===== config.mk =====
export PLATFORM = sky130hd
export DESIGN_NAME = load_unit
export DESIGN_NICKNAME = d
export VERILOG_FILES = /design/src/rtl/load_unit.sv
export SDC_FILE = /design/constraint.sdc
export NUM_CORES = 1
export LEC_CHECK = 0
export ABC_AREA = 1
export BUFFER_PORTS_ARGS = -buffer_cell sky130_fd_sc_hd__buf_2
export CAP_MARGIN = 10
export CORE_UTILIZATION = 47
export DETAILED_ROUTE_END_ITERATION = 8
export PLACE_DENSITY = 0.8
export SETUP_SLACK_MARGIN = 0.5
export SLEW_MARGIN = 20
export SYNTH_ARGS = -nofsm -noshare
export SYNTH_HDL_FRONTEND = slang
export SYNTH_SLANG_ARGS = --single-unit

===== constraint.sdc =====
create_clock -name clk_i -period 1.94 [get_ports clk_i]
set_input_delay 0.291 -clock clk_i [delete_from_list [all_inputs] [get_ports clk_i]]
set_output_delay 0.291 -clock clk_i [all_outputs]
set_load 0.03 [all_outputs]

===== src/rtl/load_unit.sv =====
// Load path of the memory stage: issues word reads to the cache controller and
// returns the sign/zero-extended byte, halfword or word with its instruction packet.
package load_unit_pkg;
  localparam int unsigned PKT_PC_W = 32;

  typedef enum logic [2:0] {
    LDU_LB  = 3'd0,
    LDU_LH  = 3'd1,
    LDU_LW  = 3'd2,
    LDU_LBU = 3'd3,
    LDU_LHU = 3'd4
  } ldu_operation_t;

  typedef struct packed {
    logic [PKT_PC_W-1:0] pc;
    logic [4:0]          rd_addr;
    logic [3:0]          tag;
    logic                exception;
    logic [4:0]          exception_vector;
  } instr_packet_t;
endpackage

module load_unit
  import load_unit_pkg::*;
#(
  parameter int unsigned XLEN              = 32,
  parameter logic [31:0] UNCACHED_START    = 32'h0000_8000,
  parameter logic [31:0] UNCACHED_END      = 32'h0000_FFFF,
  parameter logic [4:0]  MISALIGNED_VECTOR = 5'd4
) (
  input  logic                clk_i,
  input  logic                rst_n_i,
  input  logic                valid_operation_i,
  input  logic [XLEN-1:0]     load_address_i,
  input  ldu_operation_t      operation_i,
  input  instr_packet_t       instr_packet_i,
  input  logic                data_accepted_i,
  output instr_packet_t       instr_packet_o,
  output logic [XLEN-1:0]     loaded_data_o,
  output logic                data_valid_o,
  output logic                idle_o,
  input  logic                cache_ctrl_load_idle_i,
  input  logic [XLEN-1:0]     cache_ctrl_data_i,
  input  logic                cache_ctrl_data_valid_i,
  output logic                cache_ctrl_read_o,
  output logic [XLEN-1:0]     cache_ctrl_address_o,
  output logic                data_cachable_o
);

  typedef enum logic [1:0] {
    IDLE        = 2'd0,
    WAIT_CACHE  = 2'd1,
    WAIT_ACCEPT = 2'd2
  } state_t;

  state_t          state_q, state_d;
  ldu_operation_t  op_q, op_d;
  logic [1:0]      lane_q, lane_d;
  instr_packet_t   packet_q, packet_d;
  logic [XLEN-1:0] data_q, data_d;
  logic [XLEN-1:0] addr_q, addr_d;
  logic            cachable_q, cachable_d;

  logic            misaligned_c;
  logic            in_window_c;
  logic [7:0]      byte_c;
  logic [15:0]     half_c;
  logic [XLEN-1:0] extracted_c;

  // Address classification of the incoming request
  always_comb begin
    misaligned_c = 1'b0;
    if ((operation_i == LDU_LH || operation_i == LDU_LHU) && load_address_i[0]) begin
      misaligned_c = 1'b1;
    end
    if (operation_i == LDU_LW && load_address_i[1:0] != 2'b00) begin
      misaligned_c = 1'b1;
    end
    in_window_c = (load_address_i >= XLEN'(UNCACHED_START)) &&
                  (load_address_i <= XLEN'(UNCACHED_END));
  end

  // Lane select and extension of the returned cache word
  always_comb begin
    byte_c      = cache_ctrl_data_i[{lane_q, 3'b000} +: 8];
    half_c      = cache_ctrl_data_i[{lane_q[1], 4'b0000} +: 16];
    extracted_c = cache_ctrl_data_i;
    case (op_q)
      LDU_LB:  extracted_c = {{(XLEN-8){byte_c[7]}}, byte_c};
      LDU_LBU: extracted_c = {{(XLEN-8){1'b0}}, byte_c};
      LDU_LH:  extracted_c = {{(XLEN-16){half_c[15]}}, half_c};
      LDU_LHU: extracted_c = {{(XLEN-16){1'b0}}, half_c};
      default: extracted_c = cache_ctrl_data_i;
    endcase
  end

  always_comb begin
    state_d           = state_q;
    op_d              = op_q;
    lane_d            = lane_q;
    packet_d          = packet_q;
    data_d            = data_q;
    addr_d            = addr_q;
    cachable_d        = cachable_q;
    cache_ctrl_read_o = 1'b0;
    case (state_q)
      IDLE: begin
        if (valid_operation_i && cache_ctrl_load_idle_i) begin
          op_d       = operation_i;
          lane_d     = load_address_i[1:0];
          packet_d   = instr_packet_i;
          cachable_d = !in_window_c;
          if (misaligned_c) begin
            // Misaligned loads never reach the cache; report the exception directly
            packet_d.exception        = 1'b1;
            packet_d.exception_vector = MISALIGNED_VECTOR;
            data_d                    = '0;
            state_d                   = WAIT_ACCEPT;
          end else begin
            cache_ctrl_read_o = 1'b1;
            addr_d            = {load_address_i[XLEN-1:2], 2'b00};
            state_d           = WAIT_CACHE;
          end
        end
      end
      WAIT_CACHE: begin
        cache_ctrl_read_o = 1'b1;
        if (cache_ctrl_data_valid_i) begin
          data_d  = extracted_c;
          state_d = WAIT_ACCEPT;
        end
      end
      WAIT_ACCEPT: begin
        if (data_accepted_i) begin
          state_d = IDLE;
        end
      end
      default: state_d = IDLE;
    endcase
  end

  always_ff @(posedge clk_i) begin
    if (!rst_n_i) begin
      state_q    <= IDLE;
      op_q       <= LDU_LB;
      lane_q     <= 2'b00;
      packet_q   <= '0;
      data_q     <= '0;
      addr_q     <= '0;
      cachable_q <= 1'b1;
    end else begin
      state_q    <= state_d;
      op_q       <= op_d;
      lane_q     <= lane_d;
      packet_q   <= packet_d;
      data_q     <= data_d;
      addr_q     <= addr_d;
      cachable_q <= cachable_d;
    end
  end

  assign instr_packet_o       = packet_q;
  assign loaded_data_o        = data_q;
  assign cache_ctrl_address_o = addr_q;
  assign data_cachable_o      = cachable_q;
  assign data_valid_o         = (state_q == WAIT_ACCEPT);
  assign idle_o               = (state_d == IDLE);

endmodule


==> reports/metrics.yaml, run 1 <==
sta:
  clock.fmax_mhz: 527
  grt_setup_unrepaired: "yes"
  clock_skew_ns: 0.0130
  drv_slew: 0
  fin_crit_ns: 1.90
  setup_viol: 0
  hold_viol_final: 0
  period_share: 0.978
routing:
  dr.pass1.iters: 5
  vias_per_cell: 5.01
  drt_wl_total_um: 16400
  wl_per_cell_um: 13.8
  drc: 0
  ant_nets: 0
  drt-initial-drc-count: 325
  vias: 5927
global_routing:
  grtUsageTotal: 0.274
  antenna_found_initial: 1
  grt_pass1_vias: 5377
  grt-ovfl-total: 0
  grt_max_degree: 88
  grt_pass1_wl_um: 24900
clock_tree:
  cts_tree: "built"
  clock_sinks: 117
  root_buffer: "clkbuf_8"
  cts_buffers: 17
  path_clk_slew_ns: 0.06
  cts_max_level: 4
  postCtsHoldBufs: 0
  insertion_delay_ns: 0.52
  clock_path_buffers: 2
power:
  swShare: 0.319
  pwr-share-clk: 0.406
  combPwrFrac: 0.221
  vdd_drop_max_v: 0.000779
  p_total_w: 0.00707
  power.density_nw_per_um2: 934
  p_leak_nw: 3.77
  seq_power_share: 0.372
  p_switching_w: 0.00225
  p_int_w: 0.00482
yosys:
  yosysWarnings: 0
  syn_inst: 784
  synth_cell_type_count: 32
  synth.cell_area_sq_um: 5250
  seq_area_frac_synth: 0.446
  ys_ff_latch: 117
  syn_area_per_cell_sq_um: 6.70
placement:
  port_buffers: 232
  placed_cells: 1127
  gp_congestion: 0.886
  postPlaceCellArea_sq_um: 6490
  dp.final_hpwl_um: 11000
worst_setup_path:
  worst-path-max-fanout: 2
  cp-start-kind: "register"
  worstSetupPathType: "register to primary output"
  endpoint_kind: "primary output"
  worstPathArrival_ns: 1.61
  worstPathRequired_ns: 1.65
outcome:
  status: "finished clean"
floorplan:
  io_pins: 235
  die_h_um: 108
  dieWidth_um: 108
  core_area_sq_um: 10800
  start_util: 0.485
  dieArea_sq_um: 11600
  rows: 38
worst_hold_path:
  min_path_type: "input port to register"
finish:
  ff_latch_area_sq_um: 2350
  multiInputGateArea_sq_um: 2550
  layout-drive-gt1-share: 0.337
  area_growth_pct: 44.1
  fin_cells: 1184
  final_area_sq_um: 7570
  fill_cells: 978
  layout.nets: 1150
flow_run:
  drv_cap: 0
## worst max-delay path, stage by stage, from the launching register on
cell	delay [ns]
dfxtp_4	0.38
inv_4	0.04
or2_4	0.25
o22ai_2	0.09
inv_1	0.06
o21ai_2	0.09
nor2_4	0.04
buf_6	0.14
## power groups by stage
stage               registers, W  logic, W  clock network [W]
finish                   0.00263   0.00156            0.00287
global placement         0.00267   0.00134                  0
floorplan                0.00295  0.000663                  0
detailed placement       0.00268   0.00134                  0
global route             0.00265   0.00170            0.00303
CTS                      0.00263   0.00146            0.00291
## per-layer routing
layer | up-vias | track usage | wire [um] | share of wire
met4 | 0 | 0.143 | 530 | 0.032
met1 | 2667 | 0.305 | 6540 | 0.40
li1 | 2963 | - | - | -
met2 | 259 | 0.468 | 8090 | 0.49
met5 | - | 0 | 0 | 0
met3 | 38 | 0.0835 | 1210 | 0.074
## flip-flops by register name (all words and copies together), names as in the netlist
name                  cells
instr_packet_o           47
op_q                      3
state_q                   2
data_cachable_o           1
lane_q                    2
loaded_data_o            32
cache_ctrl_address_o     30
## cell usage in the layout, fill, tap and decap left out, types with 5 or more instances in the layout
cell type and instances:
nand2_1 102, inv_1 45, buf_4 20, buf_2 229, buf_6 10, dfxtp_1 114, nand2_2 7, o21ai_2 9
nand3_1 34, a21oi_1 50, clkinv_2 5, clkbuf_16 19, inv_2 5, o21ai_1 37, nor2_1 249, buf_12 8
o21ai_0 51
## final timing paths
path | startpoint | endpoint | slack (ns) | cells past startpoint
max | state_q[1] | idle_o | 0.04 | 7
max reg2reg | state_q[1] | loaded_data_o[7] | 0.18 | 10
min | load_address_i[10] | cache_ctrl_address_o[10] | 0.01 | 3
min reg2reg | instr_packet_o[3] | instr_packet_o[3] | 0.46 | 2
## stage by stage
stage	hold slack [ns]	TNS [ns]	setup slack [ns]	utilization
finish	0.0104	0	0.0419	0.698
global route	0.00622	-0.0210	-0.0210	0.698
CTS	0.00379	0	0.0279	0.673
detailed placement	0.452	0	0.295	0.599
global placement	0.446	0	0.313	0.599
floorplan	0.433	0	0.476	-
## cells in the mapped netlist
cell type / number / area share
a21oi_1: 53 / 0.050
a21oi_4: 1 / 0.0031
buf_1: 4 / 0.0029
buf_2: 11 / 0.010
buf_4: 8 / 0.011
buf_6: 4 / 0.0086
clkbuf_1: 20 / 0.014
clkinv_1: 1 / 0.00071
conb_1: 1 / 0.00071
dfxtp_1: 117 / 0.45
inv_1: 48 / 0.034
inv_2: 6 / 0.0043
inv_4: 1 / 0.0012
nand2_1: 105 / 0.075
nand2_2: 6 / 0.0071
nand2_4: 2 / 0.0043
nand3_1: 34 / 0.032
nand3_2: 1 / 0.0019
nand3b_1: 1 / 0.0014
nand4_1: 1 / 0.0012
nor2_1: 250 / 0.18
nor2_2: 3 / 0.0036
nor2_4: 1 / 0.0021
nor3_1: 1 / 0.00095
nor4_1: 1 / 0.0012
o21ai_0: 93 / 0.089
o21ai_1: 3 / 0.0029
o21ai_2: 2 / 0.0033
o221ai_1: 2 / 0.0033
o22ai_1: 1 / 0.0012
or2_2: 1 / 0.0012
or3_1: 1 / 0.0012
## kinds of logic after synthesis
kind of cell / synth area share
AND/OR/NAND/NOR: 0.312
AO/OA/AOI/OAI: 0.153
flip-flops: 0.446
buffers and inverters: 0.0881
other: 0.000714
## area by class of cell
cell class | count | area share
multi-input cells | 565 | 0.337
clock buffers | 17 | 0.0547
repair inverters | 1 | 0.00149
well taps | 140 | 0.0231
repair buffers | 272 | 0.223
inverters | 56 | 0.0321
flip-flops and latches | 117 | 0.311
clock inverters | 15 | 0.0170
diodes | 1 | 0.000331
## timing repair
item                                    CTS  global route
gates cloned                              2             3
hold endpoints to repair                  0             0
endpoints found under the setup margin  109            96
buffers inserted                         10             9
resized for setup                        41            69
pin swaps                                 7             7
No activity file was read; power rests on OpenSTA's default activity.
==> run 2, diff against run 1 <==
- CORE_UTILIZATION: 47 -> 34
- PLACE_DENSITY: 0.8 -> 0.59
==> run 2 against run 1 <==
  * Clock power grew 12%
  * Wire length grew 3.3%
  * Cell count grew 3.5%
  * Combinational power is essentially flat
  * Critical path depth is the same
==> reports/metrics.yaml, run 2 (synthesis gave the netlist of run 1 again) <==
worst_setup_path:
  worstReg2RegEnd: "loaded_data_o[12]"
  worstPathArrival_ns: 1.48  # -0.13 ns
  endpoint_kind: "primary output"
  r2r_cells: 9  # -1
  worst-path-max-fanout: 2  # unchanged
  worstSetupPathType: "register to primary output"
  reg2reg_slack_ns: 0.32  # +0.14 ns
  cp-start-kind: "register"
  r2r-start: "state_q[1]"
  worstPathRequired_ns: 1.65  # about the same
global_routing:
  antenna_found_initial: 2  # +1
  grt_pass1_wl_um: 25900  # +4.2%
  grt-ovfl-total: 0  # unchanged
  grt_pass1_vias: 5146  # -4.3%
  grt_max_degree: 56  # -36%
  grtUsageTotal: 0.209  # -0.0646
sta:
  hold_viol_final: 0  # unchanged
  clock.fmax_mhz: 564  # +7.0%
  setup_viol: 0  # unchanged
  worst_pin_slew_ns: 0.507
  fin_crit_ns: 1.77  # -0.124 ns
  period_share: 0.914  # -0.0639
  whs_ns: 0.107  # +0.0967 ns
  final.setup.worst_slack_ns: 0.166  # +0.124 ns
  setup_tns_ns: 0  # unchanged
  maxSlewHeadroom: 0.662
  drv_slew: 0  # unchanged
  grt_setup_unrepaired: "yes"
  clock_skew_ns: 0.00703  # -0.00599 ns
floorplan:
  io_pins: 235  # unchanged
  die_h_um: 126  # +17%
  dieArea_sq_um: 15900  # +37%
  core_area_sq_um: 15100  # +40%
  start_util: 0.347  # -0.138
  dieWidth_um: 126  # +17%
  rows: 45  # +18%
clock_tree:
  postCtsHoldBufs: 0  # unchanged
  insertion_delay_ns: 0.42  # -0.10 ns
  root_buffer: "clkbuf_16"
  cts_max_level: 4  # unchanged
  path_clk_slew_ns: 0.05  # about the same
  cts_tree: "built"
  clock_path_buffers: 2  # unchanged
  cts_buffers: 17  # unchanged
  clock_sinks: 117  # unchanged
power:
  pwr-share-clk: 0.435  # +0.029
  p_leak_nw: 3.74  # -0.63%
  p_switching_w: 0.00218  # -3.3%
  vdd_drop_max_v: 0.000631  # -19%
  p_int_w: 0.00521  # +8.0%
  power.density_nw_per_um2: 971  # +3.9%
  combPwrFrac: 0.209  # -0.012
  swShare: 0.295  # -0.0236
  seq_power_share: 0.357  # -0.015
finish:
  layout_common_cells: "nor2_1, buf_2, dfxtp_1, nand2_1, o21ai_0"
  largest_reg_flops: 47  # unchanged
  final_common_cell: "nor2_1"
  layout-drive-gt1-share: 0.332  # -0.00576
  fill_cells: 1588  # +62%
  area_growth_pct: 44.8
  post-route-util: 0.502  # -0.196
  layout.nets: 1146  # -0.35%
routing:
  vias: 5696  # -3.9%
  drc: 0  # unchanged
  drt-initial-drc-count: 327  # +0.62%
  dr.pass1.iters: 4  # -1
  drt_wl_total_um: 16900  # +3.3%
  vias_per_cell: 4.65  # -7.2%
  ant_nets: 0  # unchanged
  wl_per_cell_um: 13.8  # -0.23%
placement:
  pre_cts_slack_ns: 0.230  # -0.0646 ns
  gp_congestion: 0.899  # +1.5%
  dp.final_hpwl_um: 12000  # +8.6%
  port_buffers: 232  # unchanged
worst_hold_path:
  min_path_type: "input port to register"
  min_from: "load_address_i[6]"
  min_to: "cache_ctrl_address_o[6]"
  holdPathStages: 3  # unchanged
outcome:
  status: "finished clean"
flow_run:
  drv_cap: 0  # unchanged
## run 2: worst max path at each step
stage | startpoint | slack [ns] | end
global route | state_q[1] | 0.11 | idle_o
global placement | load_address_i[1] | 0.27 | cache_ctrl_address_o[17]
floorplan | operation_i[2] | 0.48 | idle_o
detailed placement | load_address_i[1] | 0.23 | cache_ctrl_address_o[21]
finish | state_q[1] | 0.17 | idle_o
CTS | state_q[1] | 0.14 | idle_o
## run 2: cell type report
class	instances	area, sq um	area share
inverters	56	238	0.0312
clock inverters	8	125	0.0164
well taps	188	235	0.0309
flip-flops and latches	117	2350	0.309
clock buffers	22	474	0.0623
repair buffers	267	1590	0.209
multi-input cells	565	2570	0.338
repair inverters	2	20.0	0.00263
diodes	1	2.50	0.000329
## run 2: metrics by stage
| stage | cell area [sq um] | instances | power, W |
|---|---|---|---|
| 3_5_place_dp | 6580 | 1178 | 0.00405 |
| 4_1_cts | 7400 | 1216 | 0.00738 |
| 2_1_floorplan | 5270 | 785 | 0.00361 |
| 3_3_place_gp | 6580 | 1178 | 0.00405 |
| 5_1_grt | 7610 | 1226 | 0.00773 |
| 6_report | 7610 | 1226 | 0.00738 |
## run 2: critical path, cell delays in order (launching register included)
cell and delay [ns]:
dfxtp_4 0.36, inv_2 0.04, or2_4 0.23, o22ai_2 0.12, inv_2 0.06, o21ai_4 0.08
nor2_4 0.06, buf_6 0.13
## run 2: what timing repair did
item                       in CTS  in global routing
setup buffers                   6                  6
hold endpoints to repair        0                  0
gates resized for setup        32                 59
pin swaps                       5                  7
setup endpoints to repair     107                103
gates cloned                    2                  3
## run 2: power by group through the flow
| stage | Sequential, W | Combinational, W | Clock (W) |
|---|---|---|---|
| global route | 0.00265 | 0.00168 | 0.00340 |
| detailed placement | 0.00268 | 0.00137 | 0 |
| global placement | 0.00268 | 0.00137 | 0 |
| CTS | 0.00263 | 0.00146 | 0.00328 |
| finish | 0.00263 | 0.00154 | 0.00321 |
| floorplan | 0.00295 | 0.000663 | 0 |
## run 2: routing by layer
layer	up-vias	wire length, um	global-route usage	share of wire
met5	-	0	0	0
met2	211	7810	0.328	0.46
met4	0	349	0.0907	0.021
met3	28	1400	0.0780	0.083
li1	2967	-	-	-
met1	2490	7350	0.257	0.43
==> run 3, diff against run 2 <==
- clock period: 1.94 -> 1.9 ns (I/O delays scaled with it)
==> run 3 against run 2 <==
  * Sequential power increased by 2%
  * Non-clock buffer count is 2 higher
  * Combinational power is 5% higher
  * Critical endpoint unchanged
  * Largest cell class unchanged
==> reports/metrics.yaml, run 3 (synthesis gave the netlist of run 1 again) <==
power:
  p_int_w: 0.00527  # +1.2%
  seq_power_share: 0.356  # about the same
  power.density_nw_per_um2: 979  # +0.85%
  pwr-share-clk: 0.432  # -0.003
  vdd_drop_max_v: 0.000597  # -5.3%
  swShare: 0.303  # +0.00780
  p_switching_w: 0.00229  # +5.1%
  p_leak_nw: 3.80  # +1.5%
  combPwrFrac: 0.213  # +0.004
outcome:
  status: "finished clean"
worst_setup_path:
  worstSetupPathType: "register to primary output"
  r2r-start: "state_q[0]"
  reg2reg_slack_ns: 0.37  # +0.05 ns
  r2r_cells: 10  # +1
  worstPathRequired_ns: 1.62  # -0.03 ns
  worstPathArrival_ns: 1.48  # about the same
  endpoint_kind: "primary output"
  worstReg2RegEnd: "loaded_data_o[27]"
  crit_start: "state_q[0]"
  cp-start-kind: "register"
  worst-path-max-fanout: 5  # +3
placement:
  port_buffers: 232  # unchanged
  pre_cts_slack_ns: 0.183  # -0.0478 ns
  gp_congestion: 0.844  # -6.2%
  dp.final_hpwl_um: 11900  # -0.35%
sta:
  whs_ns: 0.103  # -0.00453 ns
  fin_crit_ns: 1.77
  grt_setup_unrepaired: "yes"
  setup_viol: 0  # unchanged
  period_share: 0.929
  final.setup.worst_slack_ns: 0.134  # -0.0318 ns
  hold_viol_final: 0  # unchanged
  drv_slew: 0  # unchanged
  setup_tns_ns: 0  # unchanged
  clock_skew_ns: 0.00463  # -0.00240 ns
  clock.fmax_mhz: 566
floorplan:
  core_area_sq_um: 15100  # unchanged
  die_h_um: 126  # unchanged
  dieWidth_um: 126  # unchanged
  start_util: 0.347  # unchanged
  io_pins: 235  # unchanged
  dieArea_sq_um: 15900  # unchanged
  rows: 45  # unchanged
finish:
  fill_cells: 1575  # -0.82%
  ff_latch_area_sq_um: 2350  # about the same
  largest_reg_flops: 47  # unchanged
  multiInputGateArea_sq_um: 2590  # +0.83%
  layout.nets: 1147  # +0.087%
  layout-drive-gt1-share: 0.340  # +0.00802
  layout_common_cells: "nor2_1, buf_2, dfxtp_1, nand2_1, o21ai_0"
  final_common_cell: "nor2_1"
  post-route-util: 0.510  # +0.00760
  area_growth_pct: 47.0
clock_tree:
  insertion_delay_ns: 0.41  # about the same
  cts_max_level: 4  # unchanged
  path_clk_slew_ns: 0.06  # about the same
  cts_tree: "built"
  root_buffer: "clkbuf_16"
  cts_buffers: 17  # unchanged
  clock_path_buffers: 2  # unchanged
  clock_sinks: 117  # unchanged
global_routing:
  grt_max_degree: 66  # +18%
  antenna_found_initial: 2  # unchanged
  grt_pass1_vias: 5220  # +1.4%
  grtUsageTotal: 0.212  # +0.00299
  grt-ovfl-total: 0  # unchanged
  grt_pass1_wl_um: 26400  # +1.7%
routing:
  vias: 5776  # +1.4%
  drt-initial-drc-count: 321  # -1.8%
  ant_nets: 0  # unchanged
  wl_per_cell_um: 14.2  # +3.1%
  drt_wl_total_um: 17500  # +3.2%
  dr.pass1.iters: 5  # +1
  vias_per_cell: 4.70  # +1.2%
  drc: 0  # unchanged
worst_hold_path:
  min_path_type: "input port to register"
  min_to: "cache_ctrl_address_o[7]"
  holdPathStages: 3  # unchanged
  min_from: "load_address_i[7]"
flow_run:
  drv_cap: 0  # unchanged
-- run 3: what timing repair did --
item                                    CTS  global route
resized for setup                        68            41
hold buffers                              0             0
endpoints found under the setup margin  112           116
pin swaps                                 6             6
gates cloned                              3             4
hold endpoints to repair                  0             0
buffers inserted                         11             2
-- run 3: worst max-delay path by stage --
| stage | end | cells past startpoint |
|---|---|---|
| 2_1_floorplan | cache_ctrl_read_o | 6 |
| 3_3_place_gp | idle_o | 8 |
| 3_5_place_dp | idle_o | 8 |
| 4_1_cts | idle_o | 7 |
| 6_report | idle_o | 7 |
| 5_1_grt | idle_o | 7 |
-- run 3: worst max-delay path, stage by stage, from the launching register on --
cell	delay (ns)
dfxtp_4	0.36
nor2_4	0.14
nand3_4	0.11
inv_4	0.08
nand2_4	0.08
nand2_4	0.11
nor2_4	0.04
buf_6	0.13
-- run 3: metrics by stage --
| stage | total power (W) | area [sq um] | instances |
|---|---|---|---|
| 6_report | 0.00756 | 7720 | 1228 |
| 5_1_grt | 0.00792 | 7720 | 1228 |
| 4_1_cts | 0.00754 | 7490 | 1221 |
| 3_5_place_dp | 0.00413 | 6570 | 1176 |
| 3_3_place_gp | 0.00413 | 6570 | 1176 |
| 2_1_floorplan | 0.00368 | 5260 | 785 |
-- run 3: area by class of cell --
type | instances | share of cell area
antenna | 1 | 0.000324
clock buffer | 19 | 0.0574
clock inverter | 12 | 0.0203
inverter | 56 | 0.0301
multi-input combinational | 565 | 0.336
sequential | 117 | 0.304
tap | 188 | 0.0305
timing repair buffer | 269 | 0.220
timing repair inverter | 1 | 0.00211
-- run 3: power groups by stage --
stage / clock [W] / combinational (W) / sequential (W)
2_1_floorplan: 0 / 0.000676 / 0.00301
4_1_cts: 0.00332 / 0.00153 / 0.00269
6_report: 0.00326 / 0.00161 / 0.00269
3_3_place_gp: 0 / 0.00140 / 0.00273
3_5_place_dp: 0 / 0.00140 / 0.00274
5_1_grt: 0.00346 / 0.00174 / 0.00271
-- run 3: layer usage --
layer  part of all wire  GRT usage  wire (um)  vias to the layer above
met1               0.43      0.257       7560                     2564
met3              0.077     0.0738       1350                       27
met5                  0          0          0                        -
met4              0.020     0.0865        355                        0
li1                   -          -          -                     2964
met2               0.47      0.345       8190                      221
